**src/rtl/video_sync_pkg.sv**
```systemverilog
// Shared constants and helpers for the sync normaliser / timing meter.
// Optional build macro used by video_sync_norm: VIDEO_SYNC_DELAY_EN.
package video_sync_pkg;

    localparam int HCNT_WIDTH_DEF   = 12;
    localparam int VCNT_WIDTH_DEF   = 10;
    localparam int STABLE_LINES_DEF = 8;
    localparam int SYNC_DELAY_DEF   = 2;

    // Unsigned add clamped to the all-ones value of a 'width'-bit field (width <= 32).
    function automatic logic [31:0] sat_add(input logic [31:0] a, input logic [31:0] b,
                                            input int width);
        logic [32:0] sum;
        logic [32:0] lim;
        sum = {1'b0, a} + {1'b0, b};
        lim = (33'd1 << width) - 33'd1;
        return (sum > lim) ? lim[31:0] : sum[31:0];
    endfunction

    // Active level is whichever level is shorter; a tie keeps the previous decision.
    function automatic logic pol_of(input logic [31:0] hi, input logic [31:0] lo, input logic prev);
        if (hi < lo)
            return 1'b1;
        else if (hi > lo)
            return 1'b0;
        else
            return prev;
    endfunction

endpackage

```
**src/rtl/sync_meter.sv**
```systemverilog
// Period and polarity meter for one sync signal. Counts cycles (or enabled
// cycles) spent high and low between rising edges of an already-registered sync.
module sync_meter
    import video_sync_pkg::*;
#(
    parameter int CNT_WIDTH = 12
) (
    input  logic                 clk_sys,
    input  logic                 reset_n,
    input  logic                 sync,
    input  logic                 cnt_en,
    output logic                 sync_edge,
    output logic                 pol,
    output logic [CNT_WIDTH-1:0] period
);

    logic                 sync_d;
    logic [CNT_WIDTH-1:0] hi_cnt;
    logic [CNT_WIDTH-1:0] lo_cnt;
    logic [CNT_WIDTH-1:0] meas;

    // sync_d resets high so an idle-high input after reset is not an edge.
    assign sync_edge = sync & ~sync_d;

    // The edge cycle itself belongs to the period being closed when it is enabled;
    // this is what lets a coincident H edge be counted before the V edge captures.
    always_comb begin
        meas = CNT_WIDTH'(sat_add(sat_add(32'(hi_cnt), 32'(lo_cnt), CNT_WIDTH),
                                  {31'd0, cnt_en}, CNT_WIDTH));
    end

    // Level counters, polarity decision and period capture.
    always_ff @(posedge clk_sys or negedge reset_n) begin
        if (!reset_n) begin
            sync_d <= 1'b1;
            hi_cnt <= '0;
            lo_cnt <= '0;
            pol    <= 1'b0;
            period <= '0;
        end else begin
            sync_d <= sync;
            if (sync_edge) begin
                pol    <= pol_of(32'(hi_cnt), 32'(lo_cnt), pol);
                period <= meas;
                hi_cnt <= '0;
                lo_cnt <= '0;
            end else if (cnt_en) begin
                if (sync)
                    hi_cnt <= CNT_WIDTH'(sat_add(32'(hi_cnt), 32'd1, CNT_WIDTH));
                else
                    lo_cnt <= CNT_WIDTH'(sat_add(32'(lo_cnt), 32'd1, CNT_WIDTH));
            end
        end
    end

endmodule

```
**src/rtl/video_sync_norm.sv**
```systemverilog
// Sync normaliser: registers core HSync/VSync, forces them active-low, measures
// line length / frame height and flags stable timing.
// Build option: define VIDEO_SYNC_DELAY_EN to add SYNC_DELAY register stages
// on hs_out/vs_out (measurement outputs are never delayed).
module video_sync_norm
    import video_sync_pkg::*;
#(
    parameter int HCNT_WIDTH   = HCNT_WIDTH_DEF,
    parameter int VCNT_WIDTH   = VCNT_WIDTH_DEF,
    parameter int STABLE_LINES = STABLE_LINES_DEF,
    parameter int SYNC_DELAY   = SYNC_DELAY_DEF
) (
    input  logic                  clk_sys,
    input  logic                  reset_n,
    input  logic                  HSync,
    input  logic                  VSync,
    output logic                  hs_out,
    output logic                  vs_out,
    output logic                  hs_pol,
    output logic                  vs_pol,
    output logic [HCNT_WIDTH-1:0] line_len,
    output logic [VCNT_WIDTH-1:0] frame_lines,
    output logic                  stable
);

    localparam int                  MW       = $clog2(STABLE_LINES + 1);
    localparam logic [MW-1:0]       MATCH_MAX = MW'(STABLE_LINES);
    localparam logic [HCNT_WIDTH-1:0] H_SAT  = '1;

    logic                  hs_r;
    logic                  vs_r;
    logic                  h_edge;
    logic                  v_edge;
    logic                  cmp_pending;
    logic [HCNT_WIDTH-1:0] line_prev;
    logic [MW-1:0]         match_cnt;
    logic                  hs_n;
    logic                  vs_n;

    // Single input register stage; idle level after reset is high.
    always_ff @(posedge clk_sys or negedge reset_n) begin
        if (!reset_n) begin
            hs_r <= 1'b1;
            vs_r <= 1'b1;
        end else begin
            hs_r <= HSync;
            vs_r <= VSync;
        end
    end

    sync_meter #(.CNT_WIDTH(HCNT_WIDTH)) u_h_meter (
        .clk_sys   (clk_sys),
        .reset_n   (reset_n),
        .sync      (hs_r),
        .cnt_en    (1'b1),
        .sync_edge (h_edge),
        .pol       (hs_pol),
        .period    (line_len)
    );

    // V meter counts lines: it advances only on H edges.
    sync_meter #(.CNT_WIDTH(VCNT_WIDTH)) u_v_meter (
        .clk_sys   (clk_sys),
        .reset_n   (reset_n),
        .sync      (vs_r),
        .cnt_en    (h_edge),
        .sync_edge (v_edge),
        .pol       (vs_pol),
        .period    (frame_lines)
    );

    // Stability: one cycle after each H edge compare the freshly captured
    // line_len against the one it replaced; a saturated length breaks the run.
    always_ff @(posedge clk_sys or negedge reset_n) begin
        if (!reset_n) begin
            cmp_pending <= 1'b0;
            line_prev   <= '0;
            match_cnt   <= '0;
        end else begin
            cmp_pending <= h_edge;
            if (h_edge)
                line_prev <= line_len;
            if (cmp_pending) begin
                if (line_len == line_prev && line_len != H_SAT) begin
                    if (match_cnt != MATCH_MAX)
                        match_cnt <= match_cnt + 1'b1;
                end else begin
                    match_cnt <= '0;
                end
            end
        end
    end

    assign stable = (match_cnt == MATCH_MAX) && (line_len != H_SAT) && (frame_lines != '0);

    // Normalise to active low; a new polarity applies from the cycle after its edge.
    assign hs_n = hs_r ^ hs_pol;
    assign vs_n = vs_r ^ vs_pol;

`ifdef VIDEO_SYNC_DELAY_EN
    generate
        if (SYNC_DELAY > 0) begin : g_delay
            logic [SYNC_DELAY-1:0] hs_dly;
            logic [SYNC_DELAY-1:0] vs_dly;
            for (genvar gi = 0; gi < SYNC_DELAY; gi++) begin : g_stage
                // One delay stage per index; stages reset to the inactive (high) level.
                always_ff @(posedge clk_sys or negedge reset_n) begin
                    if (!reset_n) begin
                        hs_dly[gi] <= 1'b1;
                        vs_dly[gi] <= 1'b1;
                    end else if (gi == 0) begin
                        hs_dly[gi] <= hs_n;
                        vs_dly[gi] <= vs_n;
                    end else begin
                        hs_dly[gi] <= hs_dly[(gi == 0) ? 0 : gi - 1];
                        vs_dly[gi] <= vs_dly[(gi == 0) ? 0 : gi - 1];
                    end
                end
            end
            assign hs_out = hs_dly[SYNC_DELAY-1];
            assign vs_out = vs_dly[SYNC_DELAY-1];
        end else begin : g_nodelay
            assign hs_out = hs_n;
            assign vs_out = vs_n;
        end
    endgenerate
`else
    assign hs_out = hs_n;
    assign vs_out = vs_n;
`endif

endmodule

```
**config.mk**
```make
export PLATFORM = sky130hd
export DESIGN_NAME = video_sync_norm
export DESIGN_NICKNAME = d
export VERILOG_FILES = /design/src/rtl/video_sync_pkg.sv /design/src/rtl/sync_meter.sv /design/src/rtl/video_sync_norm.sv
export SDC_FILE = /design/constraint.sdc
export NUM_CORES = 1
export LEC_CHECK = 0
export ABC_AREA = 0
export CAP_MARGIN = 10
export CORE_MARGIN = 2
export CORE_UTILIZATION = 53
export DETAILED_ROUTE_END_ITERATION = 8
export PLACE_DENSITY_LB_ADDON = 0.08
export SLEW_MARGIN = 20
export SYNTH_ARGS = -nofsm -noshare
export SYNTH_HDL_FRONTEND = slang
export SYNTH_SLANG_ARGS = --single-unit
```
**constraint.sdc**
```tcl
create_clock -name clk_sys -period 4.7 [get_ports clk_sys]
set_clock_uncertainty 0.05 [all_clocks]
set_input_delay 1.175 -clock clk_sys [delete_from_list [all_inputs] [get_ports clk_sys]]
set_output_delay 1.175 -clock clk_sys [all_outputs]
set_load 0.01 [all_outputs]
```
Word-level counts from Yosys, hierarchy flattened
Index checks and enable logic that the tools add are counted.
{"block": "totals", "latchBits": 0, "romBits": 0, "ff_bits": 89, "mem_bits_rw": 0, "mem_count": 0}
{"block": "classes", "addsub": 9, "mul": 0, "bitwise": 6, "eq_ne": 7, "reduce_logical": 14, "order_cmp": 12, "n_mux": 24, "n_shift": 0, "n_div": 0}
{"operator": "2-to-1 mux 10 bit", "n": 9}
{"operator": "2-to-1 mux 12 bit", "n": 7}
{"operator": "greater-than comparator 33 x 10 -> 1 bit (second input constant)", "n": 2}
{"operator": "greater-than comparator 33 x 12 -> 1 bit (second input constant)", "n": 2}
{"operator": "2-to-1 mux 32 bit", "n": 2}
{"operator": "adder 32 x 1 -> 33 bit", "n": 1}
{"operator": "adder 32 x 1 -> 33 bit (second input constant)", "n": 1}
{"operator": "adder 12 x 1 -> 13 bit (second input constant)", "n": 2}
{"operator": "greater-than comparator 13 x 12 -> 1 bit (second input constant)", "n": 2}
{"operator": "adder 10 x 1 -> 11 bit (second input constant)", "n": 2}
{"operator": "greater-than comparator 11 x 10 -> 1 bit (second input constant)", "n": 2}
{"operator": "adder 12 x 12 -> 13 bit", "n": 1}
{"operator": "== test 12 bit", "n": 1}
{"operator": "greater-than comparator 12 bit", "n": 1}
{"operator": "< comparator 12 bit", "n": 1}
{"operator": "!= test 12 bit (second input constant)", "n": 1}
{"operator": "adder 10 x 10 -> 11 bit", "n": 1}
{"operator": "greater-than comparator 10 bit", "n": 1}
{"operator": "< comparator 10 bit", "n": 1}
{"operator": "AND reduction 2 bit", "n": 5}
{"operator": "nonzero test 10 bit", "n": 1}
{"operator": "nonzero test 2 bit", "n": 5}
{"operator": "2-to-1 mux 4 bit", "n": 2}
{"operator": "!= test 2 x 1 -> 1 bit (second input constant)", "n": 3}
{"operator": "8 further kinds", "n": 16}

Longest topological paths before layout
Gate-level depths: netlist (run 1).
{"block": "logic_depth", "ltp_word": 6, "ltp_mapped": 17, "ltp_nobuf": 17}

Cells and area by module
From an unflattened synthesis (run 1), not the netlist that was laid out.
{"block": "hier_totals", "hier_cells": 834, "hier_area_um2": 7146.9}
{"module": "sync_meter (u_h_meter)", "area_each_um2": 3256.9, "cells_each": 391, "n_inst": 1}
{"module": "sync_meter (u_v_meter)", "area_each_um2": 2925.3, "cells_each": 360, "n_inst": 1}
{"module": "video_sync_norm", "area_each_um2": 964.7, "cells_each": 83, "n_inst": 1}

Worst setup path after synthesis (run 1)
Ideal clock, no wire load.
{"block": "synth_timing", "path_type": "register to register", "startpoint": "register u_v_meter.lo_cnt[2]", "endpoint": "register u_v_meter.period[5]", "path_stages_with_launch": 16, "setup_time_ns": 0.132, "period_less_slack_ns": 3.751, "setup_slack_ns": 0.949, "required_time_ns": 4.518, "t_arrival_ns": 3.569, "path_cell_list": "dfrtp_1 > clkbuf_1 > inv_1 > ha_1 > nor2_1 > o311ai_2 > a31oi_1 > a211oi_2 > nand2_1 > ha_1 > ha_1 > nor2b_1 > a32oi_1 > nor3_2 > a2111oi_0 > nor2_1"}
{"block": "synth_between", "elab_chain_cells": 6}
{"item": "start: declaration", "line": "sync_meter.sv:19", "rtl": "logic [CNT_WIDTH-1:0] lo_cnt;"}
{"item": "start signal: assignment", "line": "sync_meter.sv:51", "rtl": "lo_cnt <= CNT_WIDTH'(sat_add(32'(lo_cnt), 32'd1, CNT_WIDTH));"}
{"item": "adder 10 x 10 -> 11 bit (*)", "line": "video_sync_pkg.sv:15", "rtl": "sum = {1'b0, a} + {1'b0, b};"}
{"item": "greater-than comparator 33 x 10 -> 1 bit", "line": "video_sync_pkg.sv:17", "rtl": "return (sum > lim) ? lim[31:0] : sum[31:0];"}
{"item": "2-to-1 mux 32 bit (*)", "line": "video_sync_pkg.sv:17"}
{"item": "adder 32 x 1 -> 33 bit (*)", "line": "video_sync_pkg.sv:15"}
{"item": "greater-than comparator 33 x 10 -> 1 bit", "line": "video_sync_pkg.sv:17"}
{"item": "2-to-1 mux 10 bit (*)", "line": "video_sync_pkg.sv:17"}
{"item": "end signal: assignment", "line": "sync_meter.sv:44", "rtl": "period <= meas;"}
{"item": "end: declaration", "line": "sync_meter.sv:14", "rtl": "output logic [CNT_WIDTH-1:0] period"}
Every way passes the cells marked *; elsewhere a longest branch is shown, timed or not.
A chain may end at the register's enable or synchronous reset.

Worst setup path after layout (run 1)
{"block": "layout_timing", "startpoint": "register u_v_meter.lo_cnt[0]", "endpoint": "register u_v_meter.period[5]"}
Same word-level chain as after synthesis.

==> results of run 1 <==
## power by group
part	total, W	internal, W	leakage (nW)	switching [W]
Combinational	0.000409	0.000199	1.80	0.000210
Clock	0.000759	0.000430	0.142	0.000329
Sequential	0.000925	0.000834	1.17	0.0000909
## worst max path at each step
stage / end / slack, ns / start / cells after the start
6_report: u_v_meter.period[5]$_DFFE_PN0P_ / 0.42 / u_v_meter.lo_cnt[0]$_DFFE_PN0P_ / 15
5_1_grt: u_v_meter.period[3]$_DFFE_PN0P_ / 0.03 / u_v_meter.hi_cnt[0]$_DFFE_PN0P_ / 15
4_1_cts: u_v_meter.period[5]$_DFFE_PN0P_ / 0.47 / u_v_meter.lo_cnt[0]$_DFFE_PN0P_ / 15
3_5_place_dp: u_v_meter.period[5]$_DFFE_PN0P_ / 0.50 / u_v_meter.lo_cnt[0]$_DFFE_PN0P_ / 15
2_1_floorplan: u_v_meter.period[5]$_DFFE_PN0P_ / 0.95 / u_v_meter.lo_cnt[2]$_DFFE_PN0P_ / 15
3_3_place_gp: u_v_meter.period[5]$_DFFE_PN0P_ / 0.71 / u_v_meter.lo_cnt[0]$_DFFE_PN0P_ / 15
## synth_stat cells, drive strengths merged, types with 4 or more instances
master and count:
nor2b 20, dfrtp 85, a21oi 60, nor3b 7, nor4 11, clkbuf 19, a31oi 11, xnor2 33
a211oi 13, xor2 10, a22oi 6, dfstp 4, and3 4, nand2 112, ha 58, or3 4
o31ai 7, nand4 20, nand3 35, o21a 5, a21o 8, a311oi 4, or4 7, inv 50
o21ai 52, nor3 33, or2 4, nor2 67, nand2b 12
## metrics by stage
stage	std cells	instance area [um2]	setup WS [ns]
floorplan	816	6650	0.9490
global route	1014	7423	0.02652
finish	1014	7423	0.4173
CTS	1014	7423	0.4693
detailed placement	998	7118	0.5015
global placement	998	7116	0.7130
## critical path, stage by stage, from the launching register on
cell and delay (ns):
dfrtp_1 0.47, ha_1 0.27, inv_1 0.08, fa_1 0.21, nor2_1 0.08, o311ai_2 0.30, a31oi_1 0.28, a211oi_2 0.54
nand2_1 0.11, ha_1 0.26, ha_1 0.27, nor2b_1 0.18, a32oi_1 0.43, nor3_2 0.15, a2111oi_0 0.39, nor2_1 0.08
## layer usage
metal / vias to the layer above / GRT usage
met5: - / 0
met4: 0 / 0.1016
met3: 22 / 0.03400
met2: 159 / 0.4187
met1: 2910 / 0.3553
li1: 2965 / -
## layout make-up
type | instances | area share
clock inverter | 5 | 0.008427
inverter | 50 | 0.02528
multi-input combinational | 656 | 0.5594
timing repair buffer | 35 | 0.04517
clock buffer | 11 | 0.03270
tap | 168 | 0.02832
sequential | 89 | 0.3007
## sequential cells by signal (all words and copies together), names as in the netlist
register / count
cmp_pending: 1
u_h_meter.pol: 1
u_v_meter.lo_cnt: 10
match_cnt: 4
u_v_meter.pol: 1
u_h_meter.hi_cnt: 12
hs_r: 1
u_h_meter.sync_d: 1
u_v_meter.sync_d: 1
u_h_meter.lo_cnt: 12
u_h_meter.period: 12
u_v_meter.period: 10
u_v_meter.hi_cnt: 10
vs_r: 1
line_prev: 12
## cell families (layout without fill, tap and decap cells)
| logic type | count (synthesis) | count (layout) | share of synthesized area |
|---|---|---|---|
| compound gates | 202 | 202 | 0.1940 |
| xor+xnor | 43 | 43 | 0.05663 |
| fa+ha+maj | 60 | 60 | 0.1151 |
| buf+inv | 71 | 101 | 0.04026 |
| flops | 89 | 89 | 0.3357 |
| mux | 3 | 3 | 0.004516 |
| simple gates | 348 | 348 | 0.2538 |
==> out/metrics.yaml, run 1 <==
status: "finished clean"
path_class: "reg2reg"
regArea_mm2: 0.002232
grt_use_total: 0.2592
reg2reg_from: "u_v_meter.lo_cnt[0]$_DFFE_PN0P_"
clockRootBuffer: "clkbuf_16"
cts_hold_buf: 0
crit_path_end_kind: "register"
hold_ws_ns: 0.4345
worst_slew_pin_slew_ns: 0.9653
grt-ovfl-total: 0
ant_nets: 0
synth_nets: 880
r2r_slack_ns: 0.42
min_to: "u_v_meter.sync_d$_DFF_PN1_"
synth_area_per_cell_um2: 8.150
die_area_mm2: 0.01346
die_w_um: 116.0
yosys_warnings: 0
cp.required_ns: 4.87
clock_sinks: 89
hold_violations: 0
antenna_found_initial: 0
hp-class: "reg2reg"
io-pin-count: 31
max-vdd-ir-drop_mv: 0.1602
tns_ns: 0
cts_max_level: 3
wl_met1_um: 7841
cts_tree: "done"
most-common-layout-cells: "nand2_1, dfrtp_1, nor2_1"
synth_cell_types: 67
r2r_end: "u_v_meter.period[5]$_DFFE_PN0P_"
top_layer: "met4"
period_needed_ns: 4.283
powerDensity_mw_per_mm2: 282.0
wirelength_um: 16470
syn_area_mm2: 0.006650
power.leakage_nw: 3.103
die-height_um: 116.0
startpoint_type: "register"
dr.pass1.iters: 5
total_power_w: 0.002093
clk_pin_slew_worst_paths_ns: 0.07
fillers: 1108
drc_errors: 0
hold_start: "vs_r$_DFF_PN1_"
synth_area_leaders: "dfrtp_1, ha_1, nand2_1"
placementRows: 40
synth_edf_count: 0
crit_arrival_ns: 4.46
synthCells: 816
syn_to_final_growth_pct: 11.63
reg2reg_depth: 15
rsz0062_at_grt: "no"
cts_buffers: 9
multi_input_area_mm2: 0.004153
wl_met3_um: 652
cp_max_fo: 10
detail_route.iter0.violations: 419
place_hpwl_um: 12090
synth_flop_cell: "dfrtp_1"
yosysTopAreaCell: "dfrtp_1"
max_freq_ghz: 0.2335
layout-drive-gt1-share: 0.04492
synth_top_area_share: 0.3198
setup_viol: 0
layout_commonest_cell: "nand2_1"
grt_pass1_wl_um: 27570
insertion_delay_ns: 0.35
fin_util: 0.6129
via_per_inst: 5.972
timing.slew.headroom: 0.3565
post-cts-setup-buffers: 0
ys_seq_elements: 89
hold_depth: 0
port_buffers: 30
n_antenna_cell: 0
wl_met2_um: 7681
wl_per_cell_um: 16.24
start_util: 0.5491
grt_max_degree: 68
async_flop_share: 1.000
cts-resized-gates: 0
post-route-period-util: 0.9112
drv_cap: 0
clockBufferDepth: 2
nNetsFinal: 905
grt_pass1_vias: 5673
drv_slew: 0
gp_congestion: 0.8804
vias: 6056
yosysSeqAreaShare: 0.3357
design.core.area_mm2: 0.01211
(Power assumes the default switching activity.)
==> run 2, diff against run 1 <==
==> constraint.sdc (replaced) <==
create_clock -name clk_sys -period 4.7 [get_ports clk_sys]
set_clock_uncertainty 0.05 [all_clocks]
set_input_delay 0.94 -clock clk_sys [delete_from_list [all_inputs] [get_ports clk_sys]]
set_output_delay 0.94 -clock clk_sys [all_outputs]
set_load 0.01 [all_outputs]
==> out/metrics.yaml, run 2 (same netlist as run 1, synthesis figures left out) <==
period_needed_ns: 4.297  # +0.01385 ns
start_util: 0.5491  # unchanged
io-pin-count: 31  # unchanged
dp_slack_ns: 0.4921  # -0.009410 ns
drc_errors: 0  # unchanged
status: "finished clean"
insertion_delay_ns: 0.35  # about the same
grt_use_total: 0.2566  # -0.002524
grt_pass1_wl_um: 27470  # -0.35%
critical-path-top-delay-family: "compound AO/OA/AOI/OAI gates"
drv_slew: 0  # unchanged
powerDensity_mw_per_mm2: 280.5  # -0.52%
power.leakage_nw: 3.103  # unchanged
n_antenna_cell: 0  # unchanged
clk_pin_slew_worst_paths_ns: 0.07  # about the same
sw_frac_of_total: 0.2971  # -0.003774
max_freq_ghz: 0.2327  # -0.32%
cts_buffers: 9  # unchanged
cp_num_buf_inv: 1  # unchanged
hold_violations: 0  # unchanged
clockRootBuffer: "clkbuf_16"
die_w_um: 116.0  # unchanged
drv_cap: 0  # unchanged
wirelength_um: 16430  # -0.22%
hp-class: "reg2reg"
tns_ns: 0  # unchanged
syn_to_final_growth_pct: 11.63  # unchanged
cts_max_level: 3  # unchanged
setup_ws_ns: 0.4035  # -0.01385 ns
port_buffers: 30  # unchanged
startpoint_type: "register"
rsz0062_at_grt: "no"
crit_path_end_kind: "register"
die_area_mm2: 0.01346  # unchanged
via_per_inst: 5.960  # -0.21%
place_hpwl_um: 12060  # -0.23%
detail_route.iter0.violations: 478  # +14%
cts-resized-gates: 0  # unchanged
nNetsFinal: 905  # unchanged
gp_congestion: 0.8787  # -0.19%
crit_arrival_ns: 4.47  # about the same
post-route-period-util: 0.9142  # +0.002947
antenna_found_initial: 0  # unchanged
most-common-layout-cells: "nand2_1, dfrtp_1, nor2_1"
cp_max_fo: 10  # unchanged
clock_sinks: 89  # unchanged
layout-drive-gt1-share: 0.04492  # unchanged
vias: 6043  # -0.21%
grt_max_degree: 68  # unchanged
worst_slew_pin_slew_ns: 0.9634  # -0.001930 ns
fillers: 1081  # -2.4%
combPwrFrac: 0.197  # about the same
design.core.area_mm2: 0.01211  # unchanged
max-vdd-ir-drop_mv: 0.2154  # +34%
p_int_w: 0.001464  # about the same
grt_pass1_vias: 5589  # -1.5%
cpPeakStageDelay_ns: 0.58  # +0.04 ns
post-cts-setup-buffers: 0  # unchanged
grt-ovfl-total: 0  # unchanged
crit_path_cell_trace: "inv_1, ha_1, nor2_1, o311ai_2, a31oi_1, a211oi_2, nand2_1, ha_1, ha_1, nor2b_1, a32oi_1, nor3_2, a2111oi_0, nor2_1"
wl_per_cell_um: 16.21  # -0.22%
layout_commonest_cell: "nand2_1"
clockBufferDepth: 2  # unchanged
dr.pass1.iters: 5  # unchanged
die-height_um: 116.0  # unchanged
total_power_w: 0.002083  # -0.52%
crit_slowest_cell: "a211oi_2"
cts_tree: "done"
cts_hold_buf: 0  # unchanged
setup_viol: 0  # unchanged
switching_power_w: 0.0006187  # -1.8%
cp.required_ns: 4.87  # about the same
critPathMostFrequentCell: "ha_1"
clkPwrFrac: 0.359  # -0.004
ant_nets: 0  # unchanged
timing.slew.headroom: 0.3577  # +0.001287
pwr-share-seq: 0.444  # +0.002
path_class: "reg2reg"
placementRows: 40  # unchanged
## run 2: cell counts in the layout (fill, tap and decap cells not counted)
No cell type changed its count.
## run 2: layout make-up
type	instances	area [um2]	share of cell area
Timing Repair Buffer	35	335.3	0.04517
Multi-Input combinational cell	656	4153	0.5594
Clock inverter	5	62.56	0.008427
Inverter	50	187.7	0.02528
Clock buffer	11	242.7	0.03270
Sequential cell	89	2232	0.3007
Tap cell	168	210.2	0.02832
## run 2: stage by stage
stage	util	cells	hold WS, ns	instance area [um2]
floorplan	-	816	0.3033	6650
global route	0.6129	1014	0.4457	7423
global placement	0.5875	998	0.4186	7116
CTS	0.6129	1014	0.4349	7423
finish	0.6129	1014	0.4315	7423
detailed placement	0.5877	998	0.4167	7118
## run 2: routing by layer
layer / vias up / global-route usage / share of wire
li1: 2976 / - / -
met1: 2890 / 0.3603 / 0.48
met2: 157 / 0.4207 / 0.46
met3: 20 / 0.02720 / 0.042
met4: 0 / 0.07778 / 0.016
met5: - / 0 / 0
## run 2: power by group through the flow
stage          clock (W)  sequential (W)  combinational (W)
2_1_floorplan          0        0.000926           0.000238
3_3_place_gp           0        0.000934           0.000401
3_5_place_dp           0        0.000940           0.000410
4_1_cts         0.000762        0.000926           0.000413
5_1_grt         0.000793        0.000936           0.000461
6_report        0.000748        0.000925           0.000409
## run 2: worst paths after layout
path | from | end | slack (ns) | depth (start not counted)
max in group asynchronous | reset_n | u_h_meter.period[0]$_DFFE_PN0P_ | 3.12 | 2
hold / removal | vs_r$_DFF_PN1_ | u_v_meter.sync_d$_DFF_PN1_ | 0.43 | 0
setup / recovery | u_v_meter.lo_cnt[2]$_DFFE_PN0P_ | u_v_meter.period[5]$_DFFE_PN0P_ | 0.40 | 14
setup reg to reg | u_v_meter.lo_cnt[2]$_DFFE_PN0P_ | u_v_meter.period[5]$_DFFE_PN0P_ | 0.40 | 14
hold reg to reg | vs_r$_DFF_PN1_ | u_v_meter.sync_d$_DFF_PN1_ | 0.43 | 0
min in group asynchronous | reset_n | match_cnt[1]$_DFFE_PN0P_ | 0.62 | 1
## run 2: worst reg2reg max path, stage by stage, from the launching register on
cell and delay, ns:
dfrtp_1 0.50, inv_1 0.08, ha_1 0.42, nor2_1 0.10, o311ai_2 0.29, a31oi_1 0.27, a211oi_2 0.58, nand2_1 0.12
ha_1 0.27, ha_1 0.27, nor2b_1 0.18, a32oi_1 0.41, nor3_2 0.16, a2111oi_0 0.39, nor2_1 0.08
